### src/rtl/eBike_pkg.sv
// Shared eBike definitions for the A2D round-robin scheduler: FSM states,
// channel-order constants and the SPI command word builder.
package eBike_pkg;

  typedef enum logic [2:0] {
    IDLE,
    CMD,
    WCMD,
    GAP,
    RD,
    WRD,
    FIN
  } a2d_st_t;

  localparam logic [10:0] A2D_CMD_PAD = 11'h000;

  // A2D mux channel numbers as wired on the board
  localparam logic [2:0] A2D_CH_BATT   = 3'd0;
  localparam logic [2:0] A2D_CH_CURR   = 3'd1;
  localparam logic [2:0] A2D_CH_BRAKE  = 3'd3;
  localparam logic [2:0] A2D_CH_TORQUE = 3'd4;

  // Position of each channel within a round
  localparam logic [1:0] IDX_BATT   = 2'd0;
  localparam logic [1:0] IDX_CURR   = 2'd1;
  localparam logic [1:0] IDX_BRAKE  = 2'd2;
  localparam logic [1:0] IDX_TORQUE = 2'd3;

  function automatic logic [15:0] a2d_cmd_word(input logic [2:0] ch);
    return {2'b00, ch, A2D_CMD_PAD};
  endfunction

endpackage

### src/rtl/a2d_smpl_tmr.sv
// Free-running sample timer; a wrap raises pend, which stays set until the
// scheduler consumes it. Several wraps collapse into one pending round.
module a2d_smpl_tmr #(
  parameter int SAMPLE_PER = 16384
) (
  input  logic clk,
  input  logic rst_n,
  input  logic clr_pend,
  output logic pend
);

  localparam int TW = $clog2(SAMPLE_PER);
  localparam logic [TW-1:0] LAST = TW'(SAMPLE_PER - 1);

  logic [TW-1:0] tmr_q;
  logic          pend_q;
  logic          wrap;

  assign wrap = (tmr_q == LAST);
  // The wrap cycle itself already counts as pending so the round can start
  // on the very next clock.
  assign pend = pend_q | wrap;

  // NOTE: state registers use non-blocking assignments so every flop samples
  // the pre-edge values, independent of process ordering.
  always_ff @(posedge clk or negedge rst_n) begin
    if (!rst_n) begin
      tmr_q  <= '0;
      pend_q <= 1'b0;
    end else begin
      tmr_q  <= wrap ? '0 : tmr_q + 1'b1;
      pend_q <= (pend_q | wrap) & ~clr_pend;
    end
  end

endmodule

### src/rtl/a2d_rr_sched.sv
// Round-robin A2D conversion scheduler: each sample period it runs a
// command/read SPI pair per channel and latches the 12-bit results.
module a2d_rr_sched
  import eBike_pkg::*;
#(
  parameter int         SAMPLE_PER = 16384,
  parameter logic [2:0] CH_BATT    = A2D_CH_BATT,
  parameter logic [2:0] CH_CURR    = A2D_CH_CURR,
  parameter logic [2:0] CH_BRAKE   = A2D_CH_BRAKE,
  parameter logic [2:0] CH_TORQUE  = A2D_CH_TORQUE
) (
  input  logic        clk,
  input  logic        rst_n,
  output logic        wrt,
  output logic [15:0] cmd,
  input  logic        done,
  input  logic [15:0] rd_data,
  output logic [11:0] batt,
  output logic [11:0] curr,
  output logic [11:0] brake,
  output logic [11:0] torque,
  output logic        rnd_vld,
  output logic        busy
);

  a2d_st_t    state_q, state_d;
  logic [1:0] idx_q, idx_d;
  logic [2:0] ch_sel;
  logic       pend;
  logic       clr_pend;
  logic       ld_res;
  logic       unused_rd_hi;

  a2d_smpl_tmr #(
    .SAMPLE_PER(SAMPLE_PER)
  ) u_tmr (
    .clk     (clk),
    .rst_n   (rst_n),
    .clr_pend(clr_pend),
    .pend    (pend)
  );

  // The A2D returns status in the top nibble; only the 12-bit result is kept.
  assign unused_rd_hi = ^rd_data[15:12];

  always_comb begin
    ch_sel = CH_BATT;
    unique case (idx_q)
      IDX_BATT:   ch_sel = CH_BATT;
      IDX_CURR:   ch_sel = CH_CURR;
      IDX_BRAKE:  ch_sel = CH_BRAKE;
      IDX_TORQUE: ch_sel = CH_TORQUE;
      default:    ch_sel = CH_BATT;
    endcase
  end

  // NOTE: every output of this block gets a default first, so no path can
  // leave a signal unassigned and infer a latch.
  always_comb begin
    state_d  = state_q;
    idx_d    = idx_q;
    clr_pend = 1'b0;
    ld_res   = 1'b0;
    unique case (state_q)
      IDLE: begin
        if (pend) begin
          clr_pend = 1'b1;
          idx_d    = IDX_BATT;
          state_d  = CMD;
        end
      end
      CMD:  state_d = WCMD;
      WCMD: if (done) state_d = GAP;
      GAP:  state_d = RD;
      RD:   state_d = WRD;
      WRD: begin
        if (done) begin
          ld_res = 1'b1;
          if (idx_q == IDX_TORQUE) begin
            state_d = FIN;
          end else begin
            idx_d   = idx_q + 2'd1;
            state_d = CMD;
          end
        end
      end
      FIN:     state_d = IDLE;
      default: state_d = IDLE;
    endcase
  end

  always_ff @(posedge clk or negedge rst_n) begin
    if (!rst_n) begin
      state_q <= IDLE;
      idx_q   <= IDX_BATT;
      wrt     <= 1'b0;
      cmd     <= '0;
    end else begin
      state_q <= state_d;
      idx_q   <= idx_d;
      wrt     <= (state_q == CMD) || (state_q == RD);
      // Read reuses the command word so the A2D mux stays on the same channel.
      if ((state_q == CMD) || (state_q == RD)) begin
        cmd <= a2d_cmd_word(ch_sel);
      end
    end
  end

  // NOTE: the result registers are visible outputs that must read 0 after
  // reset, so unlike a plain data store they are reset.
  always_ff @(posedge clk or negedge rst_n) begin
    if (!rst_n) begin
      batt   <= '0;
      curr   <= '0;
      brake  <= '0;
      torque <= '0;
    end else if (ld_res) begin
      unique case (idx_q)
        IDX_BATT:   batt   <= rd_data[11:0];
        IDX_CURR:   curr   <= rd_data[11:0];
        IDX_BRAKE:  brake  <= rd_data[11:0];
        IDX_TORQUE: torque <= rd_data[11:0];
        default:    batt   <= rd_data[11:0];
      endcase
    end
  end

  assign rnd_vld = (state_q == FIN);
  assign busy    = (state_q != IDLE) && (state_q != FIN);

endmodule

### config.mk
export PLATFORM = sky130hd
export DESIGN_NAME = a2d_rr_sched
export DESIGN_NICKNAME = d
export VERILOG_FILES = /design/src/rtl/eBike_pkg.sv /design/src/rtl/a2d_smpl_tmr.sv /design/src/rtl/a2d_rr_sched.sv
export SDC_FILE = /design/constraint.sdc
export NUM_CORES = 1
export LEC_CHECK = 0
export ABC_AREA = 1
export ABC_CLOCK_PERIOD_IN_PS = 1800
export CORE_MARGIN = 2
export CORE_UTILIZATION = 32
export DETAILED_ROUTE_END_ITERATION = 10
export GPL_TIMING_DRIVEN = 0
export PLACE_DENSITY = 0.63
export RECOVER_POWER = 25
export SYNTH_ARGS = -nofsm -noshare
export SYNTH_HDL_FRONTEND = slang
export SYNTH_SLANG_ARGS = --single-unit
### constraint.sdc
create_clock -name clk -period 1.8 [get_ports clk]
set_input_delay 0.18 -clock clk [delete_from_list [all_inputs] [get_ports clk]]
set_output_delay 0.18 -clock clk [all_outputs]
set_load 0.005 [all_outputs]
Word level (Yosys, flattened, before mapping):

Index checks and enable logic that the tools add are counted.

* word-level logic and storage cells: 57
* register bits: 72

* mux-type cells: 15
* eq/ne operators: 15
* $add $sub $neg: 2
* bitwise operators: 3
* reduce and logical (&&, ||, !) cells: 12

Operators with widths (number)
* $pmux W3 S6: 1
* $add A14 B1 Y14 const B: 1
* $eq A14 B14 Y1 const B: 1
* $mux W14: 1
* $mux W3: 4
* $pmux W3 S4: 1
* $eq A3 B3 Y1 const B: 3
* $ne A2 B2 Y1 const B: 4
* $reduce_and A2 Y1: 4
* $eq A3 B2 Y1 const B: 2
* $mux W2: 3
* $eq A2 B2 Y1 const B: 2
* $mux W1: 4
* $pmux W2 S2: 1
* $reduce_and A4 Y1: 1
* $eq A3 B1 Y1 const B: 1
* $logic_not A3 Y1: 1
* $ne A3 B3 Y1 const B: 1
* $reduce_and A3 Y1: 1
* $reduce_bool A3 Y1: 1
* $add A2 B1 Y2 const B: 1
* $eq A2 B1 Y1 const B: 1
* $logic_not A2 Y1: 1
* $reduce_bool A2 Y1: 1
* 5 further kinds: 5

Longest topological paths before layout:

* depth after elaboration: 6
* depth in mapped cells: 8
* mapped depth without buffers: 8

Hierarchy:

A second synthesis with hierarchy kept.

* cell total of the unflattened synthesis: 351
* area total of the unflattened synthesis: 3271.9 um2

By module, submodules not included
* a2d_rr_sched: area an instance 2483.6 um2, cells each 257, times used 1
* a2d_smpl_tmr: area an instance 788.3 um2, cells each 94, times used 1

Worst setup path before layout:

OpenSTA, ideal clock, no wires.

* path type: register to register
* from: register u_tmr.tmr_q[0]
* to: register idx_q[0]
* period minus slack after synthesis: 1.321 ns
* stages on the path, launching flop included: 9
* slack: 0.479 ns
* arrival time: 1.204 ns
* cell sequence: dfrtp_1 ha_1 nand2_1 nor2_2 nand3_2 nand3_2 nand3_1 nand2_1 nand2_1

* cells in the longest elaborated chain, start to end: 4

Ends and longest elaborated chain
* from (decl): line a2d_smpl_tmr.sv:15 `logic [TW-1:0] tmr_q;`
* from (signal assigned): line a2d_smpl_tmr.sv:31 `tmr_q <= wrap ? '0 : tmr_q + 1'b1;`
* $eq A14 B14 Y1: line a2d_smpl_tmr.sv:19 `assign wrap = (tmr_q == LAST);`
* $or A1 B1 Y1: line a2d_smpl_tmr.sv:22 `assign pend = pend_q | wrap;`
* $ne A2 B2 Y1 (no source line)
* $reduce_and A4 Y1 (no source line)
* to (signal assigned): line a2d_rr_sched.sv:100 `idx_q <= idx_d;`
* to (decl): line a2d_rr_sched.sv:27 `logic [1:0] idx_q, idx_d;`

Every way passes these cells.
A chain may end at the register's enable or synchronous reset.

Final worst setup path:

* from: register state_q[1]
* to: output port rnd_vld

* cells in the longest elaborated chain, start to end: 1

Ends and longest elaborated chain
* from (decl): line a2d_rr_sched.sv:26 `a2d_st_t state_q, state_d;`
* from (signal assigned): line a2d_rr_sched.sv:99 `state_q <= state_d;`
* $eq A3 B3 Y1: line a2d_rr_sched.sv:128 `assign rnd_vld = (state_q == FIN);`
* to (decl): line a2d_rr_sched.sv:22 `output logic rnd_vld,`

Every way passes these cells.

==> out/qor.yml <==
status: "completed"
yosysTopAreaCell: "dfrtp_1"
cts_buffers: 9
grt_max_degree: 73
endpoint_kind: "output pin"
mostFrequentLayoutCells: "nand2_1 (79), dfrtp_1 (70), clkdlybuf4s50_1 (66), o21ai_1 (40), inv_1 (31)"
finalSetupViolCount: 0
place_congestion: 0.747
slew_violations: 0
cts.htree.levels: 3
start_util_pct: 32.7
syn_area_per_cell_um2: 9.79
relSlewSlack_pct: 35.3
gr-usage-all-layers_pct: 14.1
drc: 0
worst_pin_slew_ps: 971
synthCells: 325
whs_ps: 460
max_stage_delay_ps: 510
synth_top_area_share_pct: 56.6
hold_path.class: "in2reg"
yosysUniqueCellTypes: 30
die_w_um: 104
die-area_mm2: 0.0108
arrival_ps: 1510
grt-ovfl-total: 0
final_common_cell: "nand2_1"
critPathMaxFanout: 4
wl_per_cell_um: 12.8
rr_worst_depth: 8
detailed_place_hpwl_um: 5020
antenna_cells: 0
row_count: 36
min_from: "rd_data[6]"
wl_um: 7120
r2r-end: "idx_q[1]"
synth_area_leaders: "dfrtp_1 (57%), nand2_1 (9.4%), o21ai_1 (6.3%)"
p_leak_nw: 2.12
critPathLaunchType: "flip-flop"
vias: 2395
hold_viol: 0
root_buffer: "clkbuf_8"
clock-skew-final_ps: 11.1
rsz0062_at_grt: "no"
power_per_cell_area_mw_per_mm2: 732
crit_type: "reg2out"
reg2reg_slack_ps: 240
path_delay_family: "buffers and inverters"
yosysWarnings: 0
coreArea_mm2: 0.00973
antenna_found_initial: 0
crit_chain: "nand2_2, nor2_2, clkdlybuf4s50_1"
cap_violations: 0
port_buffers: 68
drt_iter0_drc: 120
fmax_mhz: 591
drtAntennaViolNets: 0
syn_area_mm2: 0.00318
dieHeight_um: 104
tritoncts: "done"
fin_crit_sh_pct: 93.9
clock-sinks: 72
areaGrowthSynthToFinish_pct: 36.5
grt_pass1_vias: 2418
min_to: "brake[6]"
cts_buffer_depth: 2
hold_depth: 3
clk-insertion-delay-late_ps: 350
fin_nets: 444
firstDrtPassIters: 4
ys_seq_area_share_pct: 56.6
grt_pass1_wl_um: 12200
drive_above_1_share_pct: 16.7
period_minus_slack_ps: 1690
required_ps: 1620
ir_drop_v: 0.000560
via_per_inst: 4.30
clkSlewWorstSetupHoldPaths_ps: 80
slowest_stage: "clkdlybuf4s50_1"
finalCoreUtilization_pct: 44.7
io_pins: 86
cp_num_buf_inv: 1
r2r_start: "u_tmr.tmr_q[0]"
synth-seq-cells: 72
-- layout make-up --
| cell class | instances | area (µm²) |
|---|---|---|
| Timing Repair Buffer | 72 | 713 |
| Fill cell | 962 | 5380 |
| Buffer | 21 | 188 |
| Inverter | 32 | 120 |
| Tap cell | 133 | 166 |
| Clock buffer | 11 | 151 |
| Multi-Input combinational cell | 212 | 1130 |
| Clock inverter | 4 | 76.3 |
| Sequential cell | 72 | 1800 |
-- cell families (layout without fill, tap and decap cells) --
group,after synthesis,after routing,share of synthesized area (%)
XOR/XNOR,6,6,1.65
other,1,13,0.118
multiplexers,2,2,0.707
flip-flops,72,72,56.6
AO/OA/AOI/OAI,59,59,10.7
adder cells (fa/ha/maj),5,5,1.97
AND/OR/NAND/NOR,127,127,18.6
buffers and inverters,53,140,9.67
-- stage by stage --
step           instance area, µm²  instances  total power [mW]  TNS, ps  worst slack [ps]
6_report                     4350        557              3.18        0               109
5_1_grt                      4350        557              3.29        0              19.5
4_1_cts                      4330        556              3.22        0              1.46
3_5_place_dp                 4070        538              1.76        0               254
3_3_place_gp                 4080        538              1.76  -137330             -1910
2_1_floorplan                3230        337              1.69        0               479
-- flip-flops by register name, summed over array words and instances (netlist names) --
signal,cells
u_tmr.tmr_q,14
batt,12
brake,12
curr,12
torque,12
cmd,3
state_q,3
idx_q,2
u_tmr.pend_q,1
wrt,1
-- synthesized netlist by cell type (all sizes together) --
library cell and count:
nand2 86, dfrtp 72, o21ai 51, inv 32, nor2 24, buf 21
nand3 9, ha 5, nor3 5, xor2 5, a21oi 4, mux2 2
nand4 2, a21boi 1, conb 1, o211a 1, o211ai 1, o21bai 1
or2 1, xnor2 1
-- power by group --
group / leakage [nW] / internal (mW) / switching (mW)
sequential: 0.989 / 1.62 / 0
clock: 0.112 / 0.853 / 0.600
combinational: 1.02 / 0.0469 / 0.0648
total: 2.12 / 2.52 / 0.665
-- repair_timing --
item | 4_1_cts | 5_1_grt
hold buffers | 1 | 0
buffers inserted | 2 | 1
resized for setup | 4 | 4
endpoints found under the setup margin | 2 | 2
pin swaps | 0 | 1
hold endpoints to repair | 51 | 0
-- worst max-delay path by stage --
stage,from,to,cells past startpoint
after floorplan,u_tmr.tmr_q[0],idx_q[0],8
after global placement,rst_n,u_tmr.tmr_q[0],1
after detailed placement,u_tmr.tmr_q[0],idx_q[1],8
after CTS,state_q[1],busy,5
after global routing,u_tmr.tmr_q[0],idx_q[0],8
final,state_q[1],rnd_vld,3
-- worst reg2reg max path, cell delays in order, from the launching register on --
cell and delay [ps]:
dfrtp_1 380, ha_1 250, nand2_1 90, nor2_2 170
nand3_2 180, nand3_2 140, nand3_1 100, nand2_1 80
nand2_1 50
-- metal layers --
layer  share of wire [%]  vias to the layer above  wire length (µm)  global-route usage (%)
met4                 1.4                        0               102                    4.34
li1                    -                     1196                 -                       -
met2                  47                       58              3360                    22.7
met5                   0                        -                 0                       0
met1                  47                     1131              3330                    18.7
met3                 4.5                       10               324                    3.84
No activity file was read; power rests on OpenSTA's default activity.
